==> src/rtl/frame_ram_scheduler_if.sv <==
`default_nettype none
// +----------------------------------------------------------------------------+
// | Interface : frame_ram_scheduler_if                                         |
// | Bundles the VGA fetch, collision probe, rectangle fill and frame RAM       |
// | port signals owned by frame_ram_scheduler.                                 |
// | Revision  : 1.0  initial release                                           |
// +----------------------------------------------------------------------------+
interface frame_ram_scheduler_if #(
  parameter int ADDR_W = 19,
  parameter int DATA_W = 4
);
  // VGA pixel fetch
  logic              vga_req;
  logic [9:0]        DrawX;
  logic [9:0]        DrawY;
  logic [DATA_W-1:0] vga_data;
  logic              vga_valid;
  // Collision probe
  logic              probe_req;
  logic [9:0]        probe_x;
  logic [9:0]        probe_y;
  logic              probe_ack;
  logic [DATA_W-1:0] probe_data;
  // Rectangle fill
  logic              fill_start;
  logic [9:0]        fill_x0;
  logic [9:0]        fill_y0;
  logic [9:0]        fill_x1;
  logic [9:0]        fill_y1;
  logic [DATA_W-1:0] fill_color;
  logic              vblank;
  logic              fill_busy;
  logic              fill_done;
  // Frame RAM ports
  logic              ram_we;
  logic [ADDR_W-1:0] ram_write_address;
  logic [4:0]        ram_data_in;
  logic [ADDR_W-1:0] ram_read_address;
  logic [4:0]        ram_data_out;

  // Scheduler side
  modport slave (
    input  vga_req, DrawX, DrawY, probe_req, probe_x, probe_y,
           fill_start, fill_x0, fill_y0, fill_x1, fill_y1, fill_color,
           vblank, ram_data_out,
    output vga_data, vga_valid, probe_ack, probe_data, fill_busy, fill_done,
           ram_we, ram_write_address, ram_data_in, ram_read_address
  );

  // Environment side (VGA controller, game FSM, frame RAM)
  modport master (
    output vga_req, DrawX, DrawY, probe_req, probe_x, probe_y,
           fill_start, fill_x0, fill_y0, fill_x1, fill_y1, fill_color,
           vblank, ram_data_out,
    input  vga_data, vga_valid, probe_ack, probe_data, fill_busy, fill_done,
           ram_we, ram_write_address, ram_data_in, ram_read_address
  );
endinterface
`default_nettype wire

==> src/rtl/frame_ram_scheduler.sv <==
`default_nettype none
// +----------------------------------------------------------------------------+
// | Module   : frame_ram_scheduler                                             |
// | Sole owner of the background frame RAM. Read port: VGA fetch has priority  |
// | over collision probes, 2-cycle fixed return latency. Write port: rectangle |
// | fill engine, one pixel per cycle in raster order.                          |
// | Option   : FRAME_RAM_VBLANK_FILL_EN - fill writes only while vblank=1.     |
// | Revision : 1.0  initial release                                            |
// +----------------------------------------------------------------------------+
module frame_ram_scheduler #(
  parameter int H_RES  = 640,
  parameter int V_RES  = 480,
  parameter int ADDR_W = 19,
  parameter int DATA_W = 4
) (
  input  wire logic            Clk,
  input  wire logic            Reset_n,
  frame_ram_scheduler_if.slave bus
);

  localparam logic [9:0]        c_X_MAX    = 10'(H_RES - 1);
  localparam logic [9:0]        c_Y_MAX    = 10'(V_RES - 1);
  localparam logic [ADDR_W-1:0] c_ROW_STEP = ADDR_W'(H_RES);

  // Linear address y*H_RES + x; a constant multiply reduces to shift-adds.
  function automatic logic [ADDR_W-1:0] f_lin_addr(input logic [9:0] x, input logic [9:0] y);
    return (ADDR_W'(y) * c_ROW_STEP) + ADDR_W'(x);
  endfunction

  // --------------------------------------------------------------------------
  // Read arbiter
  // --------------------------------------------------------------------------
  // Owner of the read slot; OWN_OOR is an out-of-range probe that never touches
  // the RAM but still returns on the same 2-cycle schedule with zero data.
  typedef enum logic [1:0] {
    OWN_NONE = 2'd0,
    OWN_VGA  = 2'd1,
    OWN_PRB  = 2'd2,
    OWN_OOR  = 2'd3
  } owner_t;

  owner_t            r_own_s0;
  owner_t            r_own_s1;
  logic              r_prb_busy;
  logic [ADDR_W-1:0] r_rd_addr;
  logic [DATA_W-1:0] r_vga_data;
  logic [DATA_W-1:0] r_prb_data;
  logic              r_vga_valid;
  logic              r_prb_ack;

  logic w_prb_in_range;
  logic w_prb_take;
  logic w_prb_ret;

  assign w_prb_in_range = (bus.probe_x <= c_X_MAX) && (bus.probe_y <= c_Y_MAX);
  // A probe is taken once; busy blocks re-issue while the held request is in flight.
  assign w_prb_take     = bus.probe_req && !r_prb_busy && !bus.vga_req;
  assign w_prb_ret      = (r_own_s1 == OWN_PRB) || (r_own_s1 == OWN_OOR);

  // Issue one read per cycle and route returning data to the tagged owner.
  always_ff @(posedge Clk or negedge Reset_n) begin
    if (!Reset_n) begin
      r_own_s0    <= OWN_NONE;
      r_own_s1    <= OWN_NONE;
      r_prb_busy  <= 1'b0;
      r_rd_addr   <= '0;
      r_vga_data  <= '0;
      r_prb_data  <= '0;
      r_vga_valid <= 1'b0;
      r_prb_ack   <= 1'b0;
    end else begin
      r_own_s1 <= r_own_s0;

      if (bus.vga_req) begin
        r_rd_addr <= f_lin_addr(bus.DrawX, bus.DrawY);
        r_own_s0  <= OWN_VGA;
      end else if (w_prb_take) begin
        if (w_prb_in_range) begin
          r_rd_addr <= f_lin_addr(bus.probe_x, bus.probe_y);
          r_own_s0  <= OWN_PRB;
        end else begin
          r_own_s0  <= OWN_OOR;
        end
      end else begin
        r_own_s0 <= OWN_NONE;
      end

      if (w_prb_ret) begin
        r_prb_busy <= 1'b0;
      end else if (w_prb_take) begin
        r_prb_busy <= 1'b1;
      end

      r_vga_valid <= (r_own_s1 == OWN_VGA);
      if (r_own_s1 == OWN_VGA) begin
        r_vga_data <= bus.ram_data_out[DATA_W-1:0];
      end

      r_prb_ack <= w_prb_ret;
      if (r_own_s1 == OWN_PRB) begin
        r_prb_data <= bus.ram_data_out[DATA_W-1:0];
      end else if (r_own_s1 == OWN_OOR) begin
        r_prb_data <= '0;
      end
    end
  end

  // --------------------------------------------------------------------------
  // Rectangle fill engine
  // --------------------------------------------------------------------------
  typedef enum logic [1:0] {
    F_IDLE  = 2'd0,
    F_SETUP = 2'd1,
    F_WRITE = 2'd2,
    F_DONE  = 2'd3
  } fill_state_t;

  fill_state_t       r_fstate;
  logic [9:0]        r_fx0;
  logic [9:0]        r_fy0;
  logic [9:0]        r_fx1;
  logic [9:0]        r_fy1;
  logic [DATA_W-1:0] r_color;
  logic [9:0]        r_xmin;
  logic [9:0]        r_xmax;
  logic [9:0]        r_ymax;
  logic [9:0]        r_cx;
  logic [9:0]        r_cy;
  logic [ADDR_W-1:0] r_addr;
  logic [ADDR_W-1:0] r_row;
  logic              r_we;
  logic [ADDR_W-1:0] r_waddr;
  logic [DATA_W-1:0] r_wdata;
  logic              r_busy;
  logic              r_done;

  logic [9:0] w_xlo;
  logic [9:0] w_xhi;
  logic [9:0] w_ylo;
  logic [9:0] w_yhi;
  logic [9:0] w_xhi_c;
  logic [9:0] w_yhi_c;
  logic       w_off;
  logic       w_adv;
  logic       w_unused;

  assign w_xlo   = (r_fx0 < r_fx1) ? r_fx0 : r_fx1;
  assign w_xhi   = (r_fx0 < r_fx1) ? r_fx1 : r_fx0;
  assign w_ylo   = (r_fy0 < r_fy1) ? r_fy0 : r_fy1;
  assign w_yhi   = (r_fy0 < r_fy1) ? r_fy1 : r_fy0;
  assign w_xhi_c = (w_xhi > c_X_MAX) ? c_X_MAX : w_xhi;
  assign w_yhi_c = (w_yhi > c_Y_MAX) ? c_Y_MAX : w_yhi;
  // Nothing to draw when the top-left corner already lies past the screen.
  assign w_off   = (w_xlo > c_X_MAX) || (w_ylo > c_Y_MAX);

`ifdef FRAME_RAM_VBLANK_FILL_EN
  assign w_adv    = bus.vblank;
  assign w_unused = ^bus.ram_data_out[4:DATA_W];
`else
  assign w_adv    = 1'b1;
  assign w_unused = ^{bus.ram_data_out[4:DATA_W], bus.vblank};
`endif

  // Fill FSM: latch request, sort/clip corners, stream pixels, pulse done.
  always_ff @(posedge Clk or negedge Reset_n) begin
    if (!Reset_n) begin
      r_fstate <= F_IDLE;
      r_fx0    <= '0;
      r_fy0    <= '0;
      r_fx1    <= '0;
      r_fy1    <= '0;
      r_color  <= '0;
      r_xmin   <= '0;
      r_xmax   <= '0;
      r_ymax   <= '0;
      r_cx     <= '0;
      r_cy     <= '0;
      r_addr   <= '0;
      r_row    <= '0;
      r_we     <= 1'b0;
      r_waddr  <= '0;
      r_wdata  <= '0;
      r_busy   <= 1'b0;
      r_done   <= 1'b0;
    end else begin
      case (r_fstate)
        F_IDLE: begin
          r_we   <= 1'b0;
          r_done <= 1'b0;
          if (bus.fill_start) begin
            r_fx0    <= bus.fill_x0;
            r_fy0    <= bus.fill_y0;
            r_fx1    <= bus.fill_x1;
            r_fy1    <= bus.fill_y1;
            r_color  <= bus.fill_color;
            r_busy   <= 1'b1;
            r_fstate <= F_SETUP;
          end
        end
        F_SETUP: begin
          if (w_off) begin
            r_done   <= 1'b1;
            r_fstate <= F_DONE;
          end else begin
            r_xmin   <= w_xlo;
            r_xmax   <= w_xhi_c;
            r_ymax   <= w_yhi_c;
            r_cx     <= w_xlo;
            r_cy     <= w_ylo;
            r_addr   <= f_lin_addr(w_xlo, w_ylo);
            r_row    <= f_lin_addr(w_xlo, w_ylo);
            r_fstate <= F_WRITE;
          end
        end
        F_WRITE: begin
          r_we <= w_adv;
          if (w_adv) begin
            r_waddr <= r_addr;
            r_wdata <= r_color;
            if (r_cx == r_xmax) begin
              if (r_cy == r_ymax) begin
                r_done   <= 1'b1;
                r_fstate <= F_DONE;
              end else begin
                r_cx   <= r_xmin;
                r_cy   <= r_cy + 10'd1;
                r_row  <= r_row + c_ROW_STEP;
                r_addr <= r_row + c_ROW_STEP;
              end
            end else begin
              r_cx   <= r_cx + 10'd1;
              r_addr <= r_addr + ADDR_W'(1);
            end
          end
        end
        default: begin
          r_we     <= 1'b0;
          r_done   <= 1'b0;
          r_busy   <= 1'b0;
          r_fstate <= F_IDLE;
        end
      endcase
    end
  end

  assign bus.vga_data          = r_vga_data;
  assign bus.vga_valid         = r_vga_valid;
  assign bus.probe_ack         = r_prb_ack;
  assign bus.probe_data        = r_prb_data;
  assign bus.ram_read_address  = r_rd_addr;
  assign bus.fill_busy         = r_busy;
  assign bus.fill_done         = r_done;
  assign bus.ram_we            = r_we;
  assign bus.ram_write_address = r_waddr;
  assign bus.ram_data_in       = {{(5-DATA_W){1'b0}}, r_wdata};

endmodule
`default_nettype wire
==> src/flat_wrapper.sv <==
// flat-port wrapper written by rule: the top's interface ports become plain ports
module frame_ram_scheduler_flat 
#(
  parameter int H_RES  = 640,
  parameter int V_RES  = 480,
  parameter int ADDR_W = 19,
  parameter int DATA_W = 4
)
  (Clk, Reset_n, bus_vga_req, bus_DrawX, bus_DrawY, bus_probe_req, bus_probe_x, bus_probe_y, bus_fill_start, bus_fill_x0, bus_fill_y0, bus_fill_x1, bus_fill_y1, bus_fill_color, bus_vblank, bus_ram_data_out, bus_vga_data, bus_vga_valid, bus_probe_ack, bus_probe_data, bus_fill_busy, bus_fill_done, bus_ram_we, bus_ram_write_address, bus_ram_data_in, bus_ram_read_address);
  frame_ram_scheduler_if #(.ADDR_W(ADDR_W), .DATA_W(DATA_W)) bus_i ();
  input  wire logic Clk;
  input  wire logic Reset_n;
  input wire logic [$bits(bus_i.vga_req)-1:0] bus_vga_req;
  input wire logic [$bits(bus_i.DrawX)-1:0] bus_DrawX;
  input wire logic [$bits(bus_i.DrawY)-1:0] bus_DrawY;
  input wire logic [$bits(bus_i.probe_req)-1:0] bus_probe_req;
  input wire logic [$bits(bus_i.probe_x)-1:0] bus_probe_x;
  input wire logic [$bits(bus_i.probe_y)-1:0] bus_probe_y;
  input wire logic [$bits(bus_i.fill_start)-1:0] bus_fill_start;
  input wire logic [$bits(bus_i.fill_x0)-1:0] bus_fill_x0;
  input wire logic [$bits(bus_i.fill_y0)-1:0] bus_fill_y0;
  input wire logic [$bits(bus_i.fill_x1)-1:0] bus_fill_x1;
  input wire logic [$bits(bus_i.fill_y1)-1:0] bus_fill_y1;
  input wire logic [$bits(bus_i.fill_color)-1:0] bus_fill_color;
  input wire logic [$bits(bus_i.vblank)-1:0] bus_vblank;
  input wire logic [$bits(bus_i.ram_data_out)-1:0] bus_ram_data_out;
  output wire logic [$bits(bus_i.vga_data)-1:0] bus_vga_data;
  output wire logic [$bits(bus_i.vga_valid)-1:0] bus_vga_valid;
  output wire logic [$bits(bus_i.probe_ack)-1:0] bus_probe_ack;
  output wire logic [$bits(bus_i.probe_data)-1:0] bus_probe_data;
  output wire logic [$bits(bus_i.fill_busy)-1:0] bus_fill_busy;
  output wire logic [$bits(bus_i.fill_done)-1:0] bus_fill_done;
  output wire logic [$bits(bus_i.ram_we)-1:0] bus_ram_we;
  output wire logic [$bits(bus_i.ram_write_address)-1:0] bus_ram_write_address;
  output wire logic [$bits(bus_i.ram_data_in)-1:0] bus_ram_data_in;
  output wire logic [$bits(bus_i.ram_read_address)-1:0] bus_ram_read_address;
  assign bus_i.vga_req = bus_vga_req;
  assign bus_i.DrawX = bus_DrawX;
  assign bus_i.DrawY = bus_DrawY;
  assign bus_i.probe_req = bus_probe_req;
  assign bus_i.probe_x = bus_probe_x;
  assign bus_i.probe_y = bus_probe_y;
  assign bus_i.fill_start = bus_fill_start;
  assign bus_i.fill_x0 = bus_fill_x0;
  assign bus_i.fill_y0 = bus_fill_y0;
  assign bus_i.fill_x1 = bus_fill_x1;
  assign bus_i.fill_y1 = bus_fill_y1;
  assign bus_i.fill_color = bus_fill_color;
  assign bus_i.vblank = bus_vblank;
  assign bus_i.ram_data_out = bus_ram_data_out;
  assign bus_vga_data = bus_i.vga_data;
  assign bus_vga_valid = bus_i.vga_valid;
  assign bus_probe_ack = bus_i.probe_ack;
  assign bus_probe_data = bus_i.probe_data;
  assign bus_fill_busy = bus_i.fill_busy;
  assign bus_fill_done = bus_i.fill_done;
  assign bus_ram_we = bus_i.ram_we;
  assign bus_ram_write_address = bus_i.ram_write_address;
  assign bus_ram_data_in = bus_i.ram_data_in;
  assign bus_ram_read_address = bus_i.ram_read_address;
  frame_ram_scheduler #(.H_RES(H_RES), .V_RES(V_RES), .ADDR_W(ADDR_W), .DATA_W(DATA_W)) u_core (.Clk(Clk), .Reset_n(Reset_n), .bus(bus_i));
endmodule
==> config.mk <==
export PLATFORM = sky130hd
export DESIGN_NAME = frame_ram_scheduler_flat
export DESIGN_NICKNAME = d
export VERILOG_FILES = /design/src/rtl/frame_ram_scheduler_if.sv /design/src/rtl/frame_ram_scheduler.sv /design/src/flat_wrapper.sv
export SDC_FILE = /design/constraint.sdc
export NUM_CORES = 1
export LEC_CHECK = 0
export ABC_AREA = 1
export CORE_MARGIN = 10
export CORE_UTILIZATION = 28
export DETAILED_ROUTE_END_ITERATION = 8
export PLACE_DENSITY = 0.47
export SLEW_MARGIN = 10
export SYNTH_ARGS = -nofsm -noshare
export SYNTH_HDL_FRONTEND = slang
export SYNTH_SLANG_ARGS = --single-unit
==> constraint.sdc <==
create_clock -name Clk -period 6.95 [get_ports Clk]
set_input_delay 1.7375 -clock Clk [delete_from_list [all_inputs] [get_ports Clk]]
set_output_delay 1.7375 -clock Clk [all_outputs]
set_load 0.03 [all_outputs]
==> metrics.txt <==
Hold Path Class flip-flop to flip-flop; number of CTS-inserted buffers 17; vias in the first global route approximately 11000; worst-margin pin slew 0.9779 ns; hold buffer count at CTS 0; Routability Congestion 0.8166; Yosys top cell area share 38.22%; Synth top cells by count nand2_1 (496), dfrtp_1 (194), inv_1 (186); CP required 7.32 ns; filler instances between 4000 and 5000; period utilization 65.11%; Worst Setup Start Kind flip-flop; Main synth FF type dfrtp_1; Worst-path clk slew 0.08 ns; Mapped Area 0.01270 mm^2; CP Class flip-flop to flip-flop; Root Buffer clkbuf_16; core area 0.04451 mm^2; Post-Syn Nets 1894; Vias 11270; sequential-to-total area share from yosys stat approximately two fifths; final wirelength 36420 um; ratio of cells with drive above 1 in the final layout under 10%; row cnt 77; Layout Nets 1999; M1 WL ~17000 um; antenna-violating nets left 0; Final setup viols 0; YS warnings 0; clk buf depth 2; Clock Skew 0.01622 ns; total track usage 13.81%; Worst EP arrival 4.89 ns; routed wl met3 2668 um; Final Util 34.25%; Mean Syn Cell Area ~7.4 um^2; Die Area 0.05429 mm^2; Initial Util 28.54%; Routed wire per std cell 14.99 um; #FFs+latches synth 194; post-route setup TNS 0 ns; final hold vios 0; DRC Markers 0; # port buffers about 150; Max Fanout on Critical Path 35; clock latency on the worst-skew pair 0.49 ns; die extent in x around 230 um; RSZ-0062 raised after global routing false; Synth area leader dfrtp_1; Max Cap Violations 0; gr ovfl total 0; post-CTS setup buffer count 0; Synth area leaders dfrtp_1 (38%), nand2_1 (15%), ha_1 (7.8%), o21ai_0 (5.5%), inv_1 (5.5%); count leader, synth nand2_1; Post-synth EDFFs 0; initial antenna violation count 8; Die H 233 um; Slew Viols, Final 0; Tmin final 4.525 ns; met2 wire len between 15000 and 20000 um; Crit. End Element flip-flop; status complete, no violations; design area approximately 0.015 mm^2; number of DRC markers in iteration 0 684; CTS tree done; fraction of registers with async set/reset 100.0%; # resized after CTS 0; Via density roughly 4.6; io pins 151; largest net degree at the start of global routing ~110; # clock sinks about 190; max_slew headroom 34.65%; Area Growth Syn to Fin 20.01%; Yosys cell types 42; DP HPWL 26420 um; H-tree levels 4; placed inst area 0.01467 mm^2; highest routed layer met5; first-pass GRT wire length between 50000 and 60000 um; Post-Syn Instances 1714; First-pass DRT Iterations 7; fmax about 220 MHz
[path summary, 6_finish.rpt]
path                                              startpoint                            end  slack [ns]  cells after the start
worst max-delay path             u_core.r_fy1[9]$_DFFE_PN0P_  u_core.r_addr[18]$_DFFE_PN0P_        2.42                     21
worst min-delay path            u_core.r_own_s0[0]$_DFF_PN0_   u_core.r_own_s1[0]$_DFF_PN0_        0.35                      0
worst max register to register   u_core.r_fy1[9]$_DFFE_PN0P_  u_core.r_addr[18]$_DFFE_PN0P_        2.42                     21
worst min register to register  u_core.r_own_s0[0]$_DFF_PN0_   u_core.r_own_s1[0]$_DFF_PN0_        0.35                      0
max in group asynchronous                            Reset_n   u_core.r_xmax[3]$_DFFE_PN0P_        4.57                      2
min in group asynchronous                            Reset_n   u_core.r_row[15]$_DFFE_PN0P_        1.30                      1
[cells in the final DEF (no fill, tap or decap), types with 63 or more instances in the layout]
cell type and n:
a21oi_1 83, clkdlybuf4s50_1 146, dfrtp_1 194, ha_1 78, inv_1 185, nand2_1 495
nand3_1 95, nand4_1 63, nor2_1 129, o21ai_0 140
[through the flow]
stage          hold slack [ns]  worst slack (ns)  std cells
2_1_floorplan           0.3312             3.082       1714
3_3_place_gp            0.3330             2.353       2392
3_5_place_dp            0.3347             2.303       2392
4_1_cts                 0.3513             2.383       2424
5_1_grt                 0.3555             1.874       2425
6_report                0.3504             2.425       2429
[logic make-up (layout without fill, tap and decap cells)]
logic type                 Yosys count  count (layout)  share of synthesized area, %
and+or+nand+nor                    829             829                         27.97
AOI/OAI and AO/OA                  273             273                         11.37
buffers and inverters              255             373                         8.067
DFF                                194             194                         38.22
adders and majority gates           85              85                         8.727
xor gates and xnor gates            61              61                         4.206
muxes                               16              16                         1.418
other                                1               6                       0.02952
[sequential cells by signal, summed over array words and instances (netlist names), 19 cells and up]
name,flops
u_core.bus.ram_read_address,19
u_core.bus.ram_write_address,19
u_core.r_addr,19
u_core.r_row,19
[per-layer routing]
layer | up-vias | track usage [%]
li1 | 5813 | -
met1 | 5215 | 16.85
met2 | 189 | 21.89
met3 | 42 | 5.184
met4 | 8 | 4.950
met5 | - | 0
[critical path, cell delays in order, from the launching register on]
cell and delay [ns]:
dfrtp_1 0.38, inv_1 0.09, ha_1 0.25, a21o_1 0.19, nor2_4 0.20, nand3_4 0.29, a21oi_1 0.58, ha_1 0.34
ha_1 0.24, fa_1 0.43, xor2_1 0.26, nand3b_1 0.14, nor2_1 0.20, nand2_1 0.09, nor2_1 0.14, nand3_1 0.11
inv_1 0.06, nand2_1 0.04, nand3_1 0.16, nand2_1 0.07, nand3_1 0.08, nand2_1 0.07
[area by class of cell]
type	instances	area, um^2	share of cell area [%]
clock inverters	9	75.07	0.4924
diodes	5	12.51	0.08207
flip-flops and latches	194	4855	31.84
well taps	592	740.7	4.858
inverters	186	698.2	4.579
repair buffers	155	1548	10.15
clock buffers	23	488.0	3.201
multi-input cells	1265	6829	44.79
Power is left out: the tool's default activity adds up to more than one toggle a clock period on the data nets, which glitch-free logic cannot reach.
